$ cat src/rtl/dlx_hazard_unit.sv
// dlx_hazard_unit
//   Pipeline hazard controller for the DLX integer pipeline. Sits beside
//   decode, keeps a shadow of the EX/MEM/WB stages and produces:
//     - load-use stalls for a configurable load latency,
//     - EX operand forwarding selects,
//     - a multi-slot kill window after a taken branch/jump in ID.
//
//   Parameters
//     REG_BITS    register specifier width (register 0 is hardwired zero)
//     LOAD_LAT    extra cycles after EX before load data is forwardable (1..2)
//     BRANCH_KILL slots squashed after a taken branch/jump (0..3)
//
//   Ports
//     clk, reset        clock, asynchronous active-high reset
//     id_valid          ID holds a real instruction
//     id_rs1/id_rs2     ID source specifiers
//     id_uses_rs1/rs2   ID instruction actually reads that source
//     id_rd, id_reg_wr  ID destination and its write enable
//     id_is_load        ID instruction is a load
//     id_branch_taken   ID resolved a taken branch/jump this cycle
//     stall             hold PC and IF/ID, bubble into EX
//     kill              instruction in ID is squashed (enters EX invalid)
//     fwd_rs1/fwd_rs2   EX operand select: 00 regfile, 01 EX/MEM, 10 MEM/WB
//
//   Optional build macro HAZARD_PERF_CNT_EN adds saturating 32-bit
//   stall_cycles / kill_cycles counters as extra outputs.
module dlx_hazard_unit #(
  parameter int REG_BITS    = 5,
  parameter int LOAD_LAT    = 1,
  parameter int BRANCH_KILL = 1
) (
  input  logic                clk,
  input  logic                reset,
  input  logic                id_valid,
  input  logic [REG_BITS-1:0] id_rs1,
  input  logic [REG_BITS-1:0] id_rs2,
  input  logic                id_uses_rs1,
  input  logic                id_uses_rs2,
  input  logic [REG_BITS-1:0] id_rd,
  input  logic                id_reg_wr,
  input  logic                id_is_load,
  input  logic                id_branch_taken,
  output logic                stall,
  output logic                kill,
  output logic [1:0]          fwd_rs1,
  output logic [1:0]          fwd_rs2
`ifdef HAZARD_PERF_CNT_EN
  ,
  output logic [31:0]         stall_cycles,
  output logic [31:0]         kill_cycles
`endif
);

  typedef logic [REG_BITS-1:0] reg_t;

  // A producer/consumer pair is a hazard only if the producer is live and
  // writes a non-zero register that the consumer really reads.
  function automatic logic src_hit(input logic pv, input logic pwr, input reg_t prd,
                                   input reg_t src, input logic use_src);
    return pv & pwr & use_src & (src != '0) & (prd == src);
  endfunction

`ifdef HAZARD_PERF_CNT_EN
  function automatic logic [31:0] sat_inc(input logic [31:0] c);
    return (c == 32'hFFFF_FFFF) ? c : c + 32'd1;
  endfunction
`endif

  // Shadow valids are control state and are reset; the rest is data that
  // is only ever consumed qualified by its valid.
  logic vld_p0, vld_p1, vld_p2;
  reg_t rd_p0, rs1_p0, rs2_p0;
  logic wr_p0, ld_p0, use1_p0, use2_p0;
  // Past EX only the destination side matters: sources are never compared
  // again once an instruction has left EX.
  reg_t rd_p1, rd_p2;
  logic wr_p1, ld_p1, wr_p2;

  logic ld_hit_ex, ld_hit_mem;

  assign ld_hit_ex  = ld_p0 &
                      (src_hit(vld_p0, wr_p0, rd_p0, id_rs1, id_uses_rs1) |
                       src_hit(vld_p0, wr_p0, rd_p0, id_rs2, id_uses_rs2));
  // With a two-cycle load the value is still not forwardable while the load
  // sits in MEM, so the consumer must wait one more cycle.
  assign ld_hit_mem = (LOAD_LAT == 2) & ld_p1 &
                      (src_hit(vld_p1, wr_p1, rd_p1, id_rs1, id_uses_rs1) |
                       src_hit(vld_p1, wr_p1, rd_p1, id_rs2, id_uses_rs2));

  // kill masks stall: a squashed instruction has no operands worth waiting for.
  assign stall = id_valid & ~kill & (ld_hit_ex | ld_hit_mem);

  // Forwarding for the instruction in EX. A load in MEM is never a 01
  // source; the stall above guarantees the consumer reaches EX late enough
  // to pick it up from WB instead. MEM is younger and wins over WB.
  always_comb begin
    fwd_rs1 = 2'b00;
    fwd_rs2 = 2'b00;
    if (src_hit(vld_p1, wr_p1 & ~ld_p1, rd_p1, rs1_p0, vld_p0 & use1_p0))
      fwd_rs1 = 2'b01;
    else if (src_hit(vld_p2, wr_p2, rd_p2, rs1_p0, vld_p0 & use1_p0))
      fwd_rs1 = 2'b10;
    if (src_hit(vld_p1, wr_p1 & ~ld_p1, rd_p1, rs2_p0, vld_p0 & use2_p0))
      fwd_rs2 = 2'b01;
    else if (src_hit(vld_p2, wr_p2, rd_p2, rs2_p0, vld_p0 & use2_p0))
      fwd_rs2 = 2'b10;
  end

  // ID -> EX (p0) -> MEM (p1) -> WB (p2) boundary: valids
  always_ff @(posedge clk or posedge reset) begin
    if (reset) begin
      vld_p0 <= 1'b0;
      vld_p1 <= 1'b0;
      vld_p2 <= 1'b0;
    end else begin
      vld_p0 <= id_valid & ~kill & ~stall;
      vld_p1 <= vld_p0;
      vld_p2 <= vld_p1;
    end
  end

  // ID -> EX (p0) -> MEM (p1) -> WB (p2) boundary: data
  always_ff @(posedge clk) begin
    if (!stall) begin
      rd_p0   <= id_rd;
      rs1_p0  <= id_rs1;
      rs2_p0  <= id_rs2;
      wr_p0   <= id_reg_wr;
      ld_p0   <= id_is_load;
      use1_p0 <= id_uses_rs1;
      use2_p0 <= id_uses_rs2;
    end
    rd_p1 <= rd_p0;
    wr_p1 <= wr_p0;
    ld_p1 <= ld_p0;
    rd_p2 <= rd_p1;
    wr_p2 <= wr_p1;
  end

  generate
    if (BRANCH_KILL > 0) begin : g_kill
      localparam int KW = (BRANCH_KILL > 1) ? $clog2(BRANCH_KILL + 1) : 1;
      logic [KW-1:0] kill_cnt;
      logic          take;

      // Branches seen under stall are re-evaluated once the stall clears;
      // branches inside the window are squashed and cannot redirect.
      assign take = id_branch_taken & id_valid & ~stall & ~kill;
      assign kill = (kill_cnt != '0);

      always_ff @(posedge clk or posedge reset) begin
        if (reset)
          kill_cnt <= '0;
        else if (take)
          kill_cnt <= KW'(BRANCH_KILL);
        else if (!stall && kill_cnt != '0)
          kill_cnt <= kill_cnt - KW'(1);
      end
    end else begin : g_nokill
      assign kill = 1'b0;
    end
  endgenerate

`ifdef HAZARD_PERF_CNT_EN
  always_ff @(posedge clk or posedge reset) begin
    if (reset) begin
      stall_cycles <= '0;
      kill_cycles  <= '0;
    end else begin
      if (stall) stall_cycles <= sat_inc(stall_cycles);
      if (kill)  kill_cycles  <= sat_inc(kill_cycles);
    end
  end
`endif

endmodule

$ cat config.mk
export PLATFORM = sky130hd
export DESIGN_NAME = dlx_hazard_unit
export DESIGN_NICKNAME = d
export VERILOG_FILES = /design/src/rtl/dlx_hazard_unit.sv
export SDC_FILE = /design/constraint.sdc
export NUM_CORES = 1
export LEC_CHECK = 0
export BUFFER_PORTS_ARGS = -buffer_cell sky130_fd_sc_hd__buf_4
export CAP_MARGIN = 40
export CORE_UTILIZATION = 47
export CTS_CLUSTER_SIZE = 30
export DETAILED_ROUTE_END_ITERATION = 8
export PLACE_DENSITY = 0.71
export SYNTH_ARGS = -nofsm -noshare
export SYNTH_HDL_FRONTEND = slang
export SYNTH_SLANG_ARGS = --single-unit
export TNS_END_PERCENT = 1
$ cat constraint.sdc
create_clock -name clk -period 2.6 [get_ports clk]
set_input_delay 0.39 -clock clk [delete_from_list [all_inputs] [get_ports clk]]
set_output_delay 0.39 -clock clk [all_outputs]
set_load 0.1 [all_outputs]
Yosys cells after proc, flatten, opt, wreduce, memory -nomap -nowiden
Index checks and enable logic that the tools add are counted.
- bits in registers: 36
- input port bits: 23
- output and inout port bits: 6
- word-level logic and storage cells: 71
- add/sub/neg operators: 1
- eq/ne operators: 6
- muxes and demuxes: 6
- bitwise gates (word level): 35
- reduce and logical (&&, ||, !) cells: 7
- operators with widths (kind ; count):
    $and 1x1->1 ; 31
    $eq 5x5->1 ; 6
    $reduce_bool 5->1 ; 4
    $mux 2 ; 4
    $not 1->1 ; 3
    $mux 1 ; 2
    $reduce_bool 2->1 ; 1
    $logic_and 1x1->1 ; 1
    $logic_not 1->1 ; 1
    $or 1x1->1 ; 1
    $sub 1x1->1 const B ; 1

Longest topological paths before layout
- depth after elaboration: 11
- mapped depth: 4
- gate-level depth less buffers: 4

Least setup slack after synthesis
Ideal clock, no wire load.
- path kind: register -> output
- start: register rs1_p0[0]
- end: output port fwd_rs1[1]
- arrival time: 5458 ps
- required time: 2210 ps
- setup slack: -3248 ps
- cell stages (with the launch flop): 5
- buffers on the path: 0
- path through: edfxtp_1 > xnor2_1 > nand4_1 > nor4_1 > nor3_1
- longest elaborated chain between the ends: 5
- elaborated cells between the ends (all ways): 9
- those cells by class: eq/ne (2); mux (2); bitwise (4); reduce/logical (1)
- RTL lines (element ; line ; text):
    start: declaration ; 72 ; reg_t rd_p0, rs1_p0, rs2_p0;
    start signal: assignment ; 126 ; rs1_p0 <= id_rs1;
    $reduce_bool 5->1 ; 60 ; return pv & pwr & use_src & (src != '0) & (prd == src);
    $and 1x1->1 (2 in a row) ; 60 ;
    $mux 2 ; 101 ; else if (src_hit(vld_p2, wr_p2, rd_p2, rs1_p0, vld_p0 & use1_p0))
    $mux 2 (*) ; 99 ; if (src_hit(vld_p1, wr_p1 & ~ld_p1, rd_p1, rs1_p0, vld_p0 & use1_p0))
    end: declaration ; 45 ; output logic [1:0] fwd_rs1,
Every way passes the cells marked *; elsewhere a longest branch is shown, timed or not.

Final worst setup path
- start: register rs1_p0[2]
- end: output port fwd_rs1[1]
Same word-level chain as after synthesis.

==> metrics list <==
- First-pass GRT wire length: 4.298 mm
- For the pin with the worst max-slew slack, the measured transition is 0.3775 ns.
- Start point of the critical path: rs1_p0[2]
- When the netlist entered floorplanning its net count stood at 121.
- Core area: ~2800 um2
- Number of buffer cells added on primary ports: 28
- Number of non-filler instances in the completed layout: 173
- In this run the worst setup path terminates at fwd_rs1[1].
- Antenna Diode Count: 0
* Die Outline Area: roughly 3200 um2
- Fin crit share: 97.31%
- Unrepaired setup endpoints after global routing: yes
- Placed wire-length estimate: 2.094 mm
- The routed design has approximately 2.7 mm of wire.
* Largest voltage drop on the vdd net: about 480 uV
* Clock tree buffer depth: 2
- Highest achievable clock rate: 395.2 MHz
- Max-slew violation count: 0
* Average via count per standard cell: ~5.3
- In the final layout, the share of cells above drive strength 1 is 33.10%.
* CTS tree: done
- Warnings from Yosys: 0
- Counting the fill cells in the layout gives approximately 220.
- The pre-antenna-repair detailed-routing pass consisted of 3 iterations.
* Total of max-cap violations: 0
* Netlist Area Pre-Place: 1391 um2
- The analysis attributes to cell leakage a power of 0.7245 nW.
- Worst setup slack for register-to-register paths: 0.64 ns
- Clock transition at the registers of the reported paths: ~0.10 ns
- The hold violation total from the final report was 0.
* Area grow syn2layout: 32.01%
- The critical path is of the flop to primary output type.
* Detailed-route DRC error count: 0
- Worst hold-check path type: input pin to flop
- Setup TNS Final: 0 ns
- Die Y: 56.41 um
- Most common cell after layout, fill and taps aside: sky130_fd_sc_hd__buf_4
- Of all nets on the critical path, the largest fanout is 3.
- Post-route total power: about 0.0011 W
- Setup violations remaining at the end of the flow were counted as 0.
- Final worst path period need: roughly 2.5 ns
* Initial antenna violation count: 0
* Number of top-level pins: 29
- In this run the critical register-to-register path is launched from rd_p0[0].
- In this run the horizontal extent of the chip is between 50 and 60 um.
- Entering global routing, the biggest net connects 13 pins.
* Number of routed nets with antenna violations: 0
- The number of cells on the worst reg-to-reg path is 6.
* Max transition margin: 74.77%
- In this run the critical register-to-register path is captured at rs2_p0[3].
- Data arrives at the worst endpoint at around 2.1 ns.
* Type of destination of the critical path: primary output
- Final #Nets: 164
* Inserted Clock Buffers: 5
* Global router's overall resource usage: approximately a fifth
- Summing all placed instances gives a cell area of 1723 um2.
- In this run, distinct cell masters in the synthesized netlist total 21.
- The H-tree was split into 2 levels.
- The root buffer cell chosen for the clock tree is sky130_fd_sc_hd__clkbuf_4.
- Total via count in the routed design: 913
- The via count of the first global-routing pass was 934.
- Synthesis produced a netlist whose cell count is 98.
- Power per cell area: 584.7 nW/um2
- In the final routed layout, each cell accounts on average for 15.37 um.
* Grt total ovfl: 0
- Summing the sequential cell areas from Yosys gives 66.91% of the chip area.
* Status: complete, no violations
* Launching element type of the critical path: flop
- Clock latency at the later pin of the worst-skew pair: 0.33 ns
- Data required time of the worst path: around 2.2 ns
* Iteration-0 DRC count of the detailed router: 17
* CTS Sinks: 36
- Average size of a mapped cell: ~14 um2
* Highest-count cells in the layout ignoring fill and taps: 32 x sky130_fd_sc_hd__buf_4, 19 x sky130_fd_sc_hd__edfxtp_1, 18 x sky130_fd_sc_hd__xnor2_1
- Between clock sinks in the finished design, the worst skew comes to 0.003679 ns.
- Once layout is done, the placed cells without fillers occupy 1837 um2.
- After floorplanning, the core was divided into 19 placement rows.
* Number of cells in the design after placement: approximately 160
- The synthesized design contains 36 register bits.
- At the end of routability-driven placement, the weighted congestion stood at 0.8795.
- Starting Density: 50.02%
-- state kept, by name (all words and copies together), names as in the netlist --
| name | cells |
|---|---|
| kill | 1 |
| ld_p0 | 1 |
| ld_p1 | 1 |
| rd_p0 | 5 |
| rd_p1 | 5 |
| rd_p2 | 5 |
| rs1_p0 | 5 |
| rs2_p0 | 5 |
| use1_p0 | 1 |
| use2_p0 | 1 |
| vld_p0 | 1 |
| vld_p1 | 1 |
| vld_p2 | 1 |
| wr_p0 | 1 |
| wr_p1 | 1 |
| wr_p2 | 1 |
-- power breakdown --
group	leakage [nW]	internal [W]	switching (W)	total, W
logic	0.326	0.0000591	0.0000487	0.000108
clock network	0.0380	0.000129	0.000179	0.000308
registers	0.361	0.000630	0.0000285	0.000658
total	0.725	0.000818	0.000256	0.00107
-- through the flow --
stage               utilization, %  hold WS (ns)  setup slack [ns]
floorplan                        -        0.1561           -0.1598
global placement             61.94        0.2942            0.3458
detailed placement           61.94        0.2999            0.3005
CTS                          65.23        0.2023         -0.001425
global route                 66.04        0.2028          -0.03602
finish                       66.04        0.2228           0.06988
-- logic make-up after synthesis --
group / after synthesis / synth area share (%)
simple gates: 20 / 8.452
buf+inv: 4 / 1.079
flops: 36 / 66.91
compound gates: 10 / 5.935
xor+xnor: 28 / 17.63
-- area by class of cell --
type                    instances  area (um2)  share of cell area, %
flip-flops and latches         36       930.9                  50.68
multi-input cells              58       498.0                  27.11
repair buffers                 36       292.8                  15.94
clock buffers                   6       51.30                  2.793
well taps                      31       38.79                  2.112
inverters                       4       15.01                 0.8174
clock inverters                 2       10.01                 0.5450
-- metal layers --
metal	part of all wire (%)	vias up	global-route usage, %
met1	41	427	21.91
met5	0	-	0
met4	3.2	0	9.059
met2	50	27	30.10
li1	-	449	-
met3	5.8	10	6.912
-- worst max-delay path: stages, from the launching register on --
cell	delay, ns
sky130_fd_sc_hd__edfxtp_1	0.47
sky130_fd_sc_hd__or4_1	0.54
sky130_fd_sc_hd__o211ai_1	0.32
sky130_fd_sc_hd__nor4_4	0.11
sky130_fd_sc_hd__nor3_4	0.13
sky130_fd_sc_hd__buf_6	0.24
-- cell usage after synthesis --
cell type	number	area [um2]
sky130_fd_sc_hd__o21a_1	1	7.510
sky130_fd_sc_hd__nor3b_1	1	7.510
sky130_fd_sc_hd__dfrtp_1	4	100.1
sky130_fd_sc_hd__o2111ai_1	2	17.52
sky130_fd_sc_hd__dfxtp_1	13	260.3
sky130_fd_sc_hd__o211ai_1	2	15.01
sky130_fd_sc_hd__o41ai_1	2	17.52
sky130_fd_sc_hd__nor3_1	3	15.01
sky130_fd_sc_hd__nand4_1	4	25.02
sky130_fd_sc_hd__xor2_1	10	87.58
sky130_fd_sc_hd__a2111oi_1	2	20.02
sky130_fd_sc_hd__xnor2_1	18	157.7
sky130_fd_sc_hd__nand3b_1	1	7.510
sky130_fd_sc_hd__nand2_1	3	11.26
sky130_fd_sc_hd__or4_1	2	15.01
sky130_fd_sc_hd__nor4_1	4	25.02
sky130_fd_sc_hd__edfxtp_1	19	570.6
sky130_fd_sc_hd__nor2b_1	1	6.260
sky130_fd_sc_hd__nand3_1	1	5.000
sky130_fd_sc_hd__o21ai_0	1	5.000
sky130_fd_sc_hd__inv_1	4	15.01
-- what timing repair did --
item	CTS	global route
setup buffers	1	2
gates resized for setup	3	2
hold buffers	1	0
endpoints found under the hold margin	4	0
pin swaps	2	1
setup endpoints to repair	2	3
cloned	0	0
-- worst min-delay path by stage --
stage	from	end	slack (ns)	cells after the start
final	id_rd[3]	rd_p0[3]	0.22	1
after global routing	id_rd[4]	rd_p0[4]	0.20	1
after CTS	id_rd[4]	rd_p0[4]	0.20	1
after detailed placement	reset	vld_p2	0.30	2
after global placement	reset	vld_p1	0.29	2
after floorplan	reset	kill	0.16	1
No activity file was read; power rests on OpenSTA's default activity.
